### src/rtl/riscv_lsu_ctrl.sv
// Load/store sequencing controller: alignment and size checks, byte-lane steering,
// ready-handshake memory sequencing with timeout, and load-data extraction.
module riscv_lsu_ctrl #(
  parameter int unsigned TIMEOUT_CYCLES = 16
) (
  input  logic        clk_i,
  input  logic        rst_ni,
  input  logic        core_req_i,
  input  logic        core_we_i,
  input  logic [2:0]  core_size_i,
  input  logic [31:0] core_addr_i,
  input  logic [31:0] core_wd_i,
  output logic [31:0] core_rd_o,
  output logic        core_stall_o,
  output logic        core_misalign_o,
  output logic        core_fault_o,
  output logic        mem_req_o,
  output logic        mem_we_o,
  output logic [3:0]  mem_be_o,
  output logic [31:0] mem_addr_o,
  output logic [31:0] mem_wd_o,
  input  logic [31:0] mem_rd_i,
  input  logic        mem_ready_i
);

  localparam int unsigned CntW = (TIMEOUT_CYCLES > 0) ? $clog2(TIMEOUT_CYCLES + 1) : 1;

  typedef enum logic [1:0] {StIdle, StBusy, StDone} state_e;

  state_e          r_state, w_state_next;
  logic            r_we;
  logic [3:0]      r_be;
  logic [31:0]     r_addr, r_wd, r_rd;
  logic [2:0]      r_size;
  logic [1:0]      r_off;
  logic [CntW-1:0] r_cnt;
  logic            r_misalign, r_fault;

  logic            w_legal, w_aligned;
  logic [3:0]      w_be;
  logic [31:0]     w_wd, w_shifted, w_load;
  logic            w_accept, w_misalign, w_illegal, w_capture, w_timeout;

  // Request decode: legality, alignment, byte enables and store lane replication.
  always_comb begin
    case (core_size_i)
      3'b000, 3'b001, 3'b010: w_legal = 1'b1;
      3'b100, 3'b101:         w_legal = ~core_we_i;
      default:                w_legal = 1'b0;
    endcase
    w_aligned = 1'b1;
    w_be      = 4'b1111;
    w_wd      = core_wd_i;
    case (core_size_i[1:0])
      2'b00: begin
        w_be = 4'b0001 << core_addr_i[1:0];
        w_wd = {4{core_wd_i[7:0]}};
      end
      2'b01: begin
        w_aligned = ~core_addr_i[0];
        w_be      = 4'b0011 << {core_addr_i[1], 1'b0};
        w_wd      = {2{core_wd_i[15:0]}};
      end
      2'b10:   w_aligned = (core_addr_i[1:0] == 2'b00);
      default: ;
    endcase
  end

  // Load extraction from the word currently on mem_rd_i.
  always_comb begin
    w_shifted = mem_rd_i >> {r_off, 3'b000};
    case (r_size)
      3'b000:  w_load = {{24{w_shifted[7]}}, w_shifted[7:0]};
      3'b001:  w_load = {{16{w_shifted[15]}}, w_shifted[15:0]};
      3'b010:  w_load = mem_rd_i;
      3'b100:  w_load = {24'd0, w_shifted[7:0]};
      3'b101:  w_load = {16'd0, w_shifted[15:0]};
      default: w_load = 32'd0;
    endcase
    if (r_we) w_load = 32'd0;
  end

  always_ff @(posedge clk_i or negedge rst_ni) begin
    if (!rst_ni) r_state <= StIdle;
    else         r_state <= w_state_next;
  end

  always_comb begin
    w_state_next = r_state;
    w_accept     = 1'b0;
    w_misalign   = 1'b0;
    w_illegal    = 1'b0;
    w_capture    = 1'b0;
    w_timeout    = 1'b0;
    core_stall_o = 1'b0;
    case (r_state)
      StIdle: begin
        if (core_req_i) begin
          core_stall_o = 1'b1;
          if (!w_legal) begin
            w_illegal    = 1'b1;
            w_state_next = StDone;
          end else if (!w_aligned) begin
            w_misalign   = 1'b1;
            w_state_next = StDone;
          end else begin
            w_accept     = 1'b1;
            w_state_next = StBusy;
          end
        end
      end
      StBusy: begin
        core_stall_o = 1'b1;
        // Ready is checked first so a response in the final wait cycle still completes.
        if (mem_ready_i) begin
          w_capture    = 1'b1;
          w_state_next = StDone;
        end else if (TIMEOUT_CYCLES != 0 && (32'(r_cnt) + 32'd1 == TIMEOUT_CYCLES)) begin
          w_timeout    = 1'b1;
          w_state_next = StDone;
        end
      end
      StDone:  w_state_next = StIdle;
      default: w_state_next = StIdle;
    endcase
  end

  always_ff @(posedge clk_i or negedge rst_ni) begin
    if (!rst_ni) begin
      r_we       <= 1'b0;
      r_be       <= 4'd0;
      r_addr     <= 32'd0;
      r_wd       <= 32'd0;
      r_size     <= 3'd0;
      r_off      <= 2'd0;
      r_cnt      <= '0;
      r_rd       <= 32'd0;
      r_misalign <= 1'b0;
      r_fault    <= 1'b0;
    end else begin
      if (w_accept) begin
        r_we   <= core_we_i;
        r_be   <= w_be;
        r_addr <= {core_addr_i[31:2], 2'b00};
        r_wd   <= w_wd;
        r_size <= core_size_i;
        r_off  <= core_addr_i[1:0];
        r_cnt  <= '0;
      end else if (r_state == StBusy && !mem_ready_i && r_cnt != '1) begin
        r_cnt <= r_cnt + 1'b1;
      end
      if (w_capture) begin
        r_rd       <= w_load;
        r_misalign <= 1'b0;
        r_fault    <= 1'b0;
      end
      if (w_timeout || w_illegal) begin
        r_rd       <= 32'd0;
        r_misalign <= 1'b0;
        r_fault    <= 1'b1;
      end
      if (w_misalign) begin
        r_rd       <= 32'd0;
        r_misalign <= 1'b1;
        r_fault    <= 1'b0;
      end
    end
  end

  assign mem_req_o       = (r_state == StBusy);
  assign mem_we_o        = r_we & (r_state == StBusy);
  assign mem_be_o        = r_be;
  assign mem_addr_o      = r_addr;
  assign mem_wd_o        = r_wd;
  assign core_rd_o       = (r_state == StDone) ? r_rd : 32'd0;
  assign core_misalign_o = (r_state == StDone) & r_misalign;
  assign core_fault_o    = (r_state == StDone) & r_fault;

endmodule

### config.mk
export PLATFORM = sky130hd
export DESIGN_NAME = riscv_lsu_ctrl
export DESIGN_NICKNAME = d
export VERILOG_FILES = /design/src/rtl/riscv_lsu_ctrl.sv
export SDC_FILE = /design/constraint.sdc
export NUM_CORES = 1
export LEC_CHECK = 0
export ABC_CLOCK_PERIOD_IN_PS = 5410
export CAP_MARGIN = 20
export CORE_MARGIN = 3
export CORE_UTILIZATION = 45
export DETAILED_ROUTE_END_ITERATION = 12
export HOLD_SLACK_MARGIN = 0.03
export PLACE_DENSITY = 0.79
export SLEW_MARGIN = 0
export SYNTH_ARGS = -nofsm -noshare
export SYNTH_HDL_FRONTEND = slang
export SYNTH_SLANG_ARGS = --single-unit
export TNS_END_PERCENT = 100
### constraint.sdc
create_clock -name clk_i -period 5.41 [get_ports clk_i]
set_clock_uncertainty 0.2 [all_clocks]
set_input_delay 1.082 -clock clk_i [delete_from_list [all_inputs] [get_ports clk_i]]
set_output_delay 1.082 -clock clk_i [all_outputs]
set_load 0.03 [all_outputs]
==> flow_summary.ini, run 1 <==
[setup_path]
worst_r2r_path_depth = 8
required_ns = 5.49
critPathTopFamily = compound AO/OA/AOI/OAI gates
cp.depth = 8
critPathMaxFanout = 32
crit_chain = clkdlybuf4s50_1, inv_1, ha_1, o21bai_1, a21o_1, a32oi_1, nand4b_4, o31ai_1
critPathMaxStageDelay_ns = 0.62
startpoint_type = primary input
path_class = primary input to flip-flop
worst_path_max_delay_cell = nand4b_4
critPathCaptureType = flip-flop
cp_data_arrival_time_ns = 4.23
cp.buffers_inverters = 2

[synthesis]
synth_top_area_share_pct = 47.1
syn-instance-count = 674
synth.largest_area_cell = dfrtp_1
syn-mean-instance-area_um2 = 8.91
synth_cell_type_count = 41
ys_seq_area_share_pct = 47.1
synth_seq_cells = 113
synth_top_cells_by_area = dfrtp_1, nand2_1, o21ai_0
synth_warnings = 0
netlist_area_um2 = 6000

[clock_tree]
cts.htree.levels = 4
cts_buffers = 17
cts_tree = done
clockBufferDepth = 2
clock-sinks = 113
cts_root_buffer = clkbuf_16
cts_resized = 0
clk_pin_slew_worst_paths_ns = 0.05
cts_setup_buffers = 0
cts_hold_buf = 0
clock_latency_ns = 0.40

[layout]
layout_common_cells = clkdlybuf4s50_1, nand2_1, dfrtp_1
fin_nets = 967
final_common_cell = clkdlybuf4s50_1
drive_above_1_share_pct = 7.97
design_area_um2 = 8730
antenna_cells = 0
syn_to_final_growth_pct = 45.5

[flow_run]
max-cap-violations = 0

[sta]
finalSetupTns_ns = 0
whs_ns = 0.272
worstMarginPinSlew_ns = 1.06
setup_viol = 0
finalMaxSlewViolations = 0
hold_viol_final = 0
period_needed_ns = 4.15
max_freq_mhz = 241
fin_crit_sh_pct = 76.7
grt_setup_unrepaired = no
maxSlewHeadroom_pct = 29.0

[placement]
place_congestion = 0.922
dp_hpwl_um = 13200
placed_area_um2 = 8100
port_buffers = 206

[power]
fin_total_pwr_uw = 4850
powerDensity_nw_per_um2 = 555
ir_worst_vdd_mv = 0.372
p_leak_uw = 0.00384

[floorplanning]
start_util_pct = 46.8
die_h_um = 122
dieArea_um2 = 14800
num_rows = 41
die_w_um = 122
core_area_um2 = 12800
ios = 209

[drt]
vias = 5795
avgViaCountPerCell = 5.58
first_pass_iters = 5
wirelength_um = 19000
drt_iter0_markers = 564
post_drt_wl_per_cell_um = 18.3
drc = 0
ant_nets = 0

[grt]
grtUsageTotal_pct = 25.7
antenna_found_initial = 0
grt_overflow = 0
grt_max_degree = 75
grt_pass1_vias = 5917
grt_pass1_wl_um = 29900

[status]
outcome = complete, no violations

[worst_hold_path]
min_path_type = flip-flop to flip-flop
min_path_cells = 2
-- kinds of logic (layout without fill, tap and decap cells) --
group                    after synthesis  after routing  synth area share (%)
other                                  1              2                0.0625
multiplexers                          26             26                  4.54
XOR/XNOR                               5              5                 0.730
adder cells (fa/ha/maj)                6              6                  1.25
buffers and inverters                 61            252                  4.61
AO/OA/AOI/OAI                        178            178                  21.3
flip-flops                           113            113                  47.1
AND/OR/NAND/NOR                      284            284                  20.4
-- metrics by stage --
stage / instances / util [%] / setup WS (ns)
2_1_floorplan: 675 / - / 2.38
3_3_place_gp: 1006 / 63.2 / 1.15
3_5_place_dp: 1006 / 63.2 / 0.937
4_1_cts: 1034 / 67.5 / 1.33
5_1_grt: 1038 / 68.1 / 1.06
6_report: 1038 / 68.1 / 1.26
-- per-layer routing --
| metal | GRT usage, % | part of all wire, % | vias up |
|---|---|---|---|
| met4 | 9.03 | 1.8 | 0 |
| met3 | 10.8 | 11 | 32 |
| li1 | - | - | 2690 |
| met2 | 41.1 | 48 | 316 |
| met1 | 31.4 | 39 | 2757 |
| met5 | 0 | 0 | - |
-- tightest hold or removal path, delay by kind of cell, from the launching register on --
family           cells  cell delay, ns
DFF                  1            0.33
and+or+nand+nor      2            0.11
-- registers in the layout, indices dropped and copies added, names as in the netlist --
signal,cells
mem_wd_o,32
r_size,3
mem_be_o,4
r_fault,1
r_off,2
r_state,2
r_cnt,5
r_rd,32
mem_addr_o,30
r_misalign,1
r_we,1
-- synthesized netlist by cell type --
master,instances
nand2_1,180
dfrtp_1,113
o21ai_0,54
nor2_1,48
and2_1,37
clkbuf_1,34
a22oi_1,31
mux2i_1,25
o31ai_2,17
a211oi_1,15
buf_2,14
o31ai_1,13
a21oi_1,12
a31oi_1,9
a221oi_1,8
o21a_1,7
ha_1,6
inv_1,6
nand3_1,4
nor2b_1,4
nor3_1,4
buf_6,3
o21ai_2,3
xor2_1,3
a21o_1,2
a32oi_1,2
buf_1,2
buf_4,2
nand2b_1,2
or3b_1,2
xnor2_1,2
a21boi_0,1
a2bb2oi_1,1
and3_1,1
and3_4,1
conb_1,1
mux4_2,1
nand4b_4,1
o21ai_1,1
o21bai_1,1
o41ai_4,1
-- layout make-up --
| type | instances | area (um^2) |
|---|---|---|
| flip-flops and latches | 113 | 2830 |
| well taps | 172 | 215 |
| multi-input cells | 501 | 2920 |
| clock inverters | 6 | 57.6 |
| repair buffers | 218 | 2200 |
| clock buffers | 22 | 494 |
| inverters | 6 | 22.5 |
| fillers | 972 | 4090 |
-- report_power, final --
| part | switching [uW] | total [uW] | internal (uW) |
|---|---|---|---|
| logic | 1390 | 2340 | 950 |
| clock network | 366 | 1040 | 677 |
| registers | 252 | 1460 | 1210 |
| total | 2010 | 4850 | 2840 |
-- worst paths after layout --
kind	startpoint	to	slack, ns
min in group asynchronous	rst_ni	r_rd[3]$_DFFE_PN0P_	0.63
hold reg to reg	mem_addr_o[4]$_DFFE_PN0P_	mem_addr_o[4]$_DFFE_PN0P_	0.27
setup reg to reg	r_cnt[0]$_DFFE_PN0P_	r_rd[0]$_DFFE_PN0P_	2.11
setup / recovery	core_size_i[0]	r_rd[0]$_DFFE_PN0P_	1.26
max in group asynchronous	rst_ni	mem_addr_o[24]$_DFFE_PN0P_	3.28
hold / removal	mem_addr_o[4]$_DFFE_PN0P_	mem_addr_o[4]$_DFFE_PN0P_	0.27
No activity file was read; power rests on OpenSTA's default activity.
==> run 2: changes to the inputs <==
--- a/config.mk
+++ b/config.mk
@@ -5,13 +5,13 @@
 export SDC_FILE = /design/constraint.sdc
 export NUM_CORES = 1
 export LEC_CHECK = 0
-export ABC_CLOCK_PERIOD_IN_PS = 5410
+export ABC_CLOCK_PERIOD_IN_PS = 3600
 export CAP_MARGIN = 20
 export CORE_MARGIN = 3
-export CORE_UTILIZATION = 45
+export CORE_UTILIZATION = 41
 export DETAILED_ROUTE_END_ITERATION = 12
 export HOLD_SLACK_MARGIN = 0.03
-export PLACE_DENSITY = 0.79
+export PLACE_DENSITY = 0.76
 export SLEW_MARGIN = 0
 export SYNTH_ARGS = -nofsm -noshare
 export SYNTH_HDL_FRONTEND = slang
==> constraint.sdc (replaced) <==
create_clock -name clk_i -period 3.6 [get_ports clk_i]
set_clock_uncertainty 0.2 [all_clocks]
set_input_delay 0.72 -clock clk_i [delete_from_list [all_inputs] [get_ports clk_i]]
set_output_delay 0.72 -clock clk_i [all_outputs]
set_load 0.03 [all_outputs]
==> run 2 against run 1 <==
Sequential share of layout area is 0.23 points lower; power is 47% higher; hold slack worse by 0.20 ns; die area is 9.3% higher; setup slack worse by 0.86 ns; critical path depth is 4 lower; non-clock buffer count is 11 higher; register-to-register slack worse by 1.5 ns; via count is 3.5% lower; routed wire length is 3.4% lower; critical path type is now flip-flop to output port; largest power group unchanged.
==> flow_summary.ini, run 2 (same netlist as run 1, synthesis figures left out) <==
[status]
outcome = complete, no violations

[setup_path]
critPathTopFamily = buffers and inverters
worst_path_max_delay_cell = clkdlybuf4s50_1
startpoint_type = flip-flop
cp_data_arrival_time_ns = 2.27
cp.buffers_inverters = 2
critPathMaxStageDelay_ns = 0.68
critPathCaptureType = output port
crit_chain = nor2b_1, buf_4, and2_1, clkdlybuf4s50_1
critPathMaxFanout = 32
path_class = flip-flop to output port
required_ns = 2.68

[grt]
grt_pass1_vias = 5452
grt_pass1_wl_um = 28700
grtUsageTotal_pct = 22.6
grt_overflow = 0
grt_max_degree = 52
antenna_found_initial = 0

[floorplanning]
die_h_um = 127
core_area_um2 = 14100
die_w_um = 127
num_rows = 43
dieArea_um2 = 16100
ios = 209
start_util_pct = 42.6

[sta]
fin_crit_sh_pct = 88.7
worstMarginPinSlew_ns = 1.07
period_needed_ns = 3.19
finalMaxSlewViolations = 0
hold_viol_final = 0
setup_viol = 0
finalSetupTns_ns = 0
grt_setup_unrepaired = no
maxSlewHeadroom_pct = 28.3
max_freq_mhz = 313
setup_ws_ns = 0.405

[power]
powerDensity_nw_per_um2 = 810
ir_worst_vdd_mv = 0.519
p_leak_uw = 0.00386
fin_total_pwr_uw = 7120

[layout]
drive_above_1_share_pct = 9.43
layout_common_cells = clkdlybuf4s50_1, nand2_1, dfrtp_1
final_common_cell = clkdlybuf4s50_1
fin_nets = 978
num-fill-cells = 1204
antenna_cells = 0
syn_to_final_growth_pct = 46.5

[placement]
dp_worst_setup_slack_ns = 0.184
place_congestion = 0.834
port_buffers = 206
dp_hpwl_um = 13000

[clock_tree]
clk_pin_slew_worst_paths_ns = 0.05
clock-sinks = 113
cts.htree.levels = 4
cts_resized = 0
cts_root_buffer = clkbuf_16
clockBufferDepth = 2
cts_buffers = 17
clock_latency_ns = 0.42
cts_hold_buf = 0
cts_setup_buffers = 0
cts_tree = done

[flow_run]
max-cap-violations = 0

[drt]
ant_nets = 0
drt_iter0_markers = 409
post_drt_wl_per_cell_um = 17.3
avgViaCountPerCell = 5.28
wirelength_um = 18300
first_pass_iters = 6
drc = 0
vias = 5594

[worst_hold_path]
min_path_type = primary input to asynchronous set/reset pin
-- run 2: report_power, final --
part | internal (uW) | total (uW) | leakage (uW) | switching, uW
logic | 1410 | 3470 | 0.00219 | 2050
clock network | 887 | 1490 | 0.000246 | 608
registers | 1820 | 2160 | 0.00143 | 344
-- run 2: layer usage --
metal  routed length [um]  track usage, %  share of wire [%]
met1                 7560            27.9                 41
met2                 8560            35.9                 47
met3                 1900            9.74                 10
met4                  297            7.19                1.6
met5                    0               0                  0
-- run 2: worst paths after layout --
kind	startpoint	endpoint	slack (ns)	cells after the start
max	r_state[1]$_DFFE_PN0P_	core_rd_o[25]	0.41	4
min	rst_ni	r_rd[4]$_DFFE_PN0P_	0.07	1
max reg2reg	r_cnt[0]$_DFFE_PN0P_	r_rd[11]$_DFFE_PN0P_	0.60	9
min reg2reg	mem_be_o[3]$_DFFE_PN0P_	mem_be_o[3]$_DFFE_PN0P_	0.26	2
max in group asynchronous	rst_ni	r_rd[27]$_DFFE_PN0P_	2.37	2
min in group clk_i	mem_be_o[3]$_DFFE_PN0P_	mem_be_o[3]$_DFFE_PN0P_	0.26	2
-- run 2: final cells by class --
type / count / area, um^2 / share of cell area, %
flip-flops and latches: 113 / 2830 / 32.2
clock buffers: 18 / 439 / 4.99
repair buffers: 229 / 2270 / 25.8
inverters: 6 / 22.5 / 0.256
well taps: 180 / 225 / 2.56
multi-input cells: 501 / 2920 / 33.2
clock inverters: 13 / 91.3 / 1.04
-- run 2: worst register-to-register path, cell delays in order, from the launching register on --
cell and delay [ns]:
dfrtp_1 0.42, ha_1 0.25, and3_1 0.20, ha_1 0.29, nand2_1 0.06, a211oi_1 0.44
a32oi_1 0.30, nand4b_4 0.14, buf_4 0.42, o31ai_1 0.16
-- run 2: per-stage QoR --
step	util, %	hold slack, ns	std cells	cell area, um^2
floorplan	-	0.224	675	6010
global placement	58.6	0.253	1028	8260
detailed placement	58.6	0.256	1028	8260
CTS	62.3	0.0869	1059	8790
global route	62.4	0.115	1060	8790
finish	62.4	0.0749	1060	8790
==> run 3: changes to the inputs <==
--- a/config.mk
+++ b/config.mk
@@ -6,9 +6,9 @@
 export NUM_CORES = 1
 export LEC_CHECK = 0
 export ABC_CLOCK_PERIOD_IN_PS = 3600
-export CAP_MARGIN = 20
 export CORE_MARGIN = 3
 export CORE_UTILIZATION = 41
+export CTS_CLUSTER_DIAMETER = 40
 export DETAILED_ROUTE_END_ITERATION = 12
 export HOLD_SLACK_MARGIN = 0.03
 export PLACE_DENSITY = 0.76
==> run 3 against run 2 <==
Sequential power about the same; critical endpoint unchanged; global-route usage did not move; largest power group unchanged; count of clock-buffer cells in the layout is the same; register-to-register slack gained 0.03 ns; first-iteration DRC count increased by 8.3%; sequential share of layout area hardly changed; non-clock buffer count down 1; via count rose by 0.48%; power shrank 0.26%; sequential cell count is the same; critical path depth did not move; combinational power about the same.
==> flow_summary.ini, run 3 (same netlist as run 1, synthesis figures left out) <==
[clock_tree]
cts_root_buffer = clkbuf_16
cts_hold_buf = 0
cts_setup_buffers = 0
clk_pin_slew_worst_paths_ns = 0.05
clockBufferDepth = 2
cts_tree = done
clock_latency_ns = 0.42
cts_buffers = 17
cts.htree.levels = 4
clock-sinks = 113
cts_resized = 0

[drt]
ant_nets = 0
wl_met1_um = 7420
drt_iter0_markers = 443
avgViaCountPerCell = 5.31
drc = 0
routed-wl-met2_um = 8530
met3WireLength_um = 2020
highest_layer = met4
wirelength_um = 18300
vias = 5621
post_drt_wl_per_cell_um = 17.3
first_pass_iters = 6

[placement]
place_inst = 1028
dp_worst_setup_slack_ns = 0.184
place_congestion = 0.834
port_buffers = 206
dp_hpwl_um = 13000
placed_area_um2 = 8260

[layout]
syn_to_final_growth_pct = 46.4
drive_above_1_share_pct = 9.33
final_common_cell = clkdlybuf4s50_1
final_cells = 1059
num-fill-cells = 1204
design_area_um2 = 8790
antenna_cells = 0
layout_common_cells = clkdlybuf4s50_1, nand2_1, dfrtp_1
fin_nets = 977

[power]
fin_total_pwr_uw = 7100
powerDensity_nw_per_um2 = 808
power_switching_uw = 3000
netSwitchingFraction_pct = 42.2
p_comb_share_pct = 48.5
p_leak_uw = 0.00386
p_seq_share_pct = 30.4
clkPwrFrac_pct = 21.0
ir_worst_vdd_mv = 0.519
p_int_uw = 4110

[setup_path]
path_class = flip-flop to output port
critPathMaxFanout = 32
cp_data_arrival_time_ns = 2.28
required_ns = 2.68
startpoint_type = flip-flop
crit_start = r_state[1]$_DFFE_PN0P_
critPathCaptureType = output port
r2r-start = r_cnt[0]$_DFFE_PN0P_

[floorplanning]
die_w_um = 127
die_h_um = 127
core_area_um2 = 14100
num_rows = 43
start_util_pct = 42.6
ios = 209
dieArea_um2 = 16100

[sta]
finalMaxSlewViolations = 0
setup_ws_ns = 0.401
fin_crit_sh_pct = 88.9
finalSetupTns_ns = 0
worstMarginPinSlew_ns = 1.12
period_needed_ns = 3.20
grt_setup_unrepaired = no
maxSlewHeadroom_pct = 25.1
max_freq_mhz = 313
hold_viol_final = 0
setup_viol = 0

[status]
outcome = complete, no violations

[grt]
grtUsageTotal_pct = 22.6
antenna_found_initial = 0
grt_pass1_wl_um = 28700
grt_max_degree = 52
grt_pass1_vias = 5452
grt_overflow = 0

[worst_hold_path]
min_path_type = primary input to asynchronous set/reset pin

[flow_run]
max-cap-violations = 0
==> run 3: power groups by stage <==
stage	sequential, uW	combinational, uW	clock [uW]
floorplan	2730	1540	0
global placement	2150	3420	0
detailed placement	2160	3460	0
CTS	2160	3470	1520
global route	2230	3720	1580
finish	2160	3450	1490
==> run 3: cell type report <==
type | instances | area [um^2] | share of cell area, %
clock buffers | 18 | 439 | 5.00
clock inverters | 13 | 91.3 | 1.04
inverters | 6 | 22.5 | 0.256
multi-input cells | 501 | 2920 | 33.2
flip-flops and latches | 113 | 2830 | 32.2
well taps | 180 | 225 | 2.56
repair buffers | 228 | 2260 | 25.7
==> run 3: critical path, cell delays in order (launching register included) <==
cell	delay, ns
dfrtp_1	0.46
nor2b_1	0.23
buf_4	0.29
and2_1	0.19
clkdlybuf4s50_1	0.68
==> run 3: path summary, 6_finish.rpt <==
check	endpoint	slack [ns]	depth (start not counted)
max	core_rd_o[25]	0.40	4
min in group clk_i	mem_be_o[3]$_DFFE_PN0P_	0.26	2
min	r_rd[4]$_DFFE_PN0P_	0.07	1
max in group asynchronous	r_rd[27]$_DFFE_PN0P_	2.37	2
min reg2reg	mem_be_o[3]$_DFFE_PN0P_	0.26	2
max reg2reg	r_rd[1]$_DFFE_PN0P_	0.63	9
==> run 3: per-stage QoR <==
step | hold slack, ns | utilization [%]
finish | 0.0747 | 62.3
global route | 0.115 | 62.3
floorplan | 0.224 | -
global placement | 0.253 | 58.6
CTS | 0.0869 | 62.3
detailed placement | 0.256 | 58.6
==> run 3: per-layer routing <==
metal,up-vias,track usage [%]
met5,-,0
met4,0,7.19
met3,26,9.74
met2,234,35.9
met1,2650,27.9
li1,2711,-
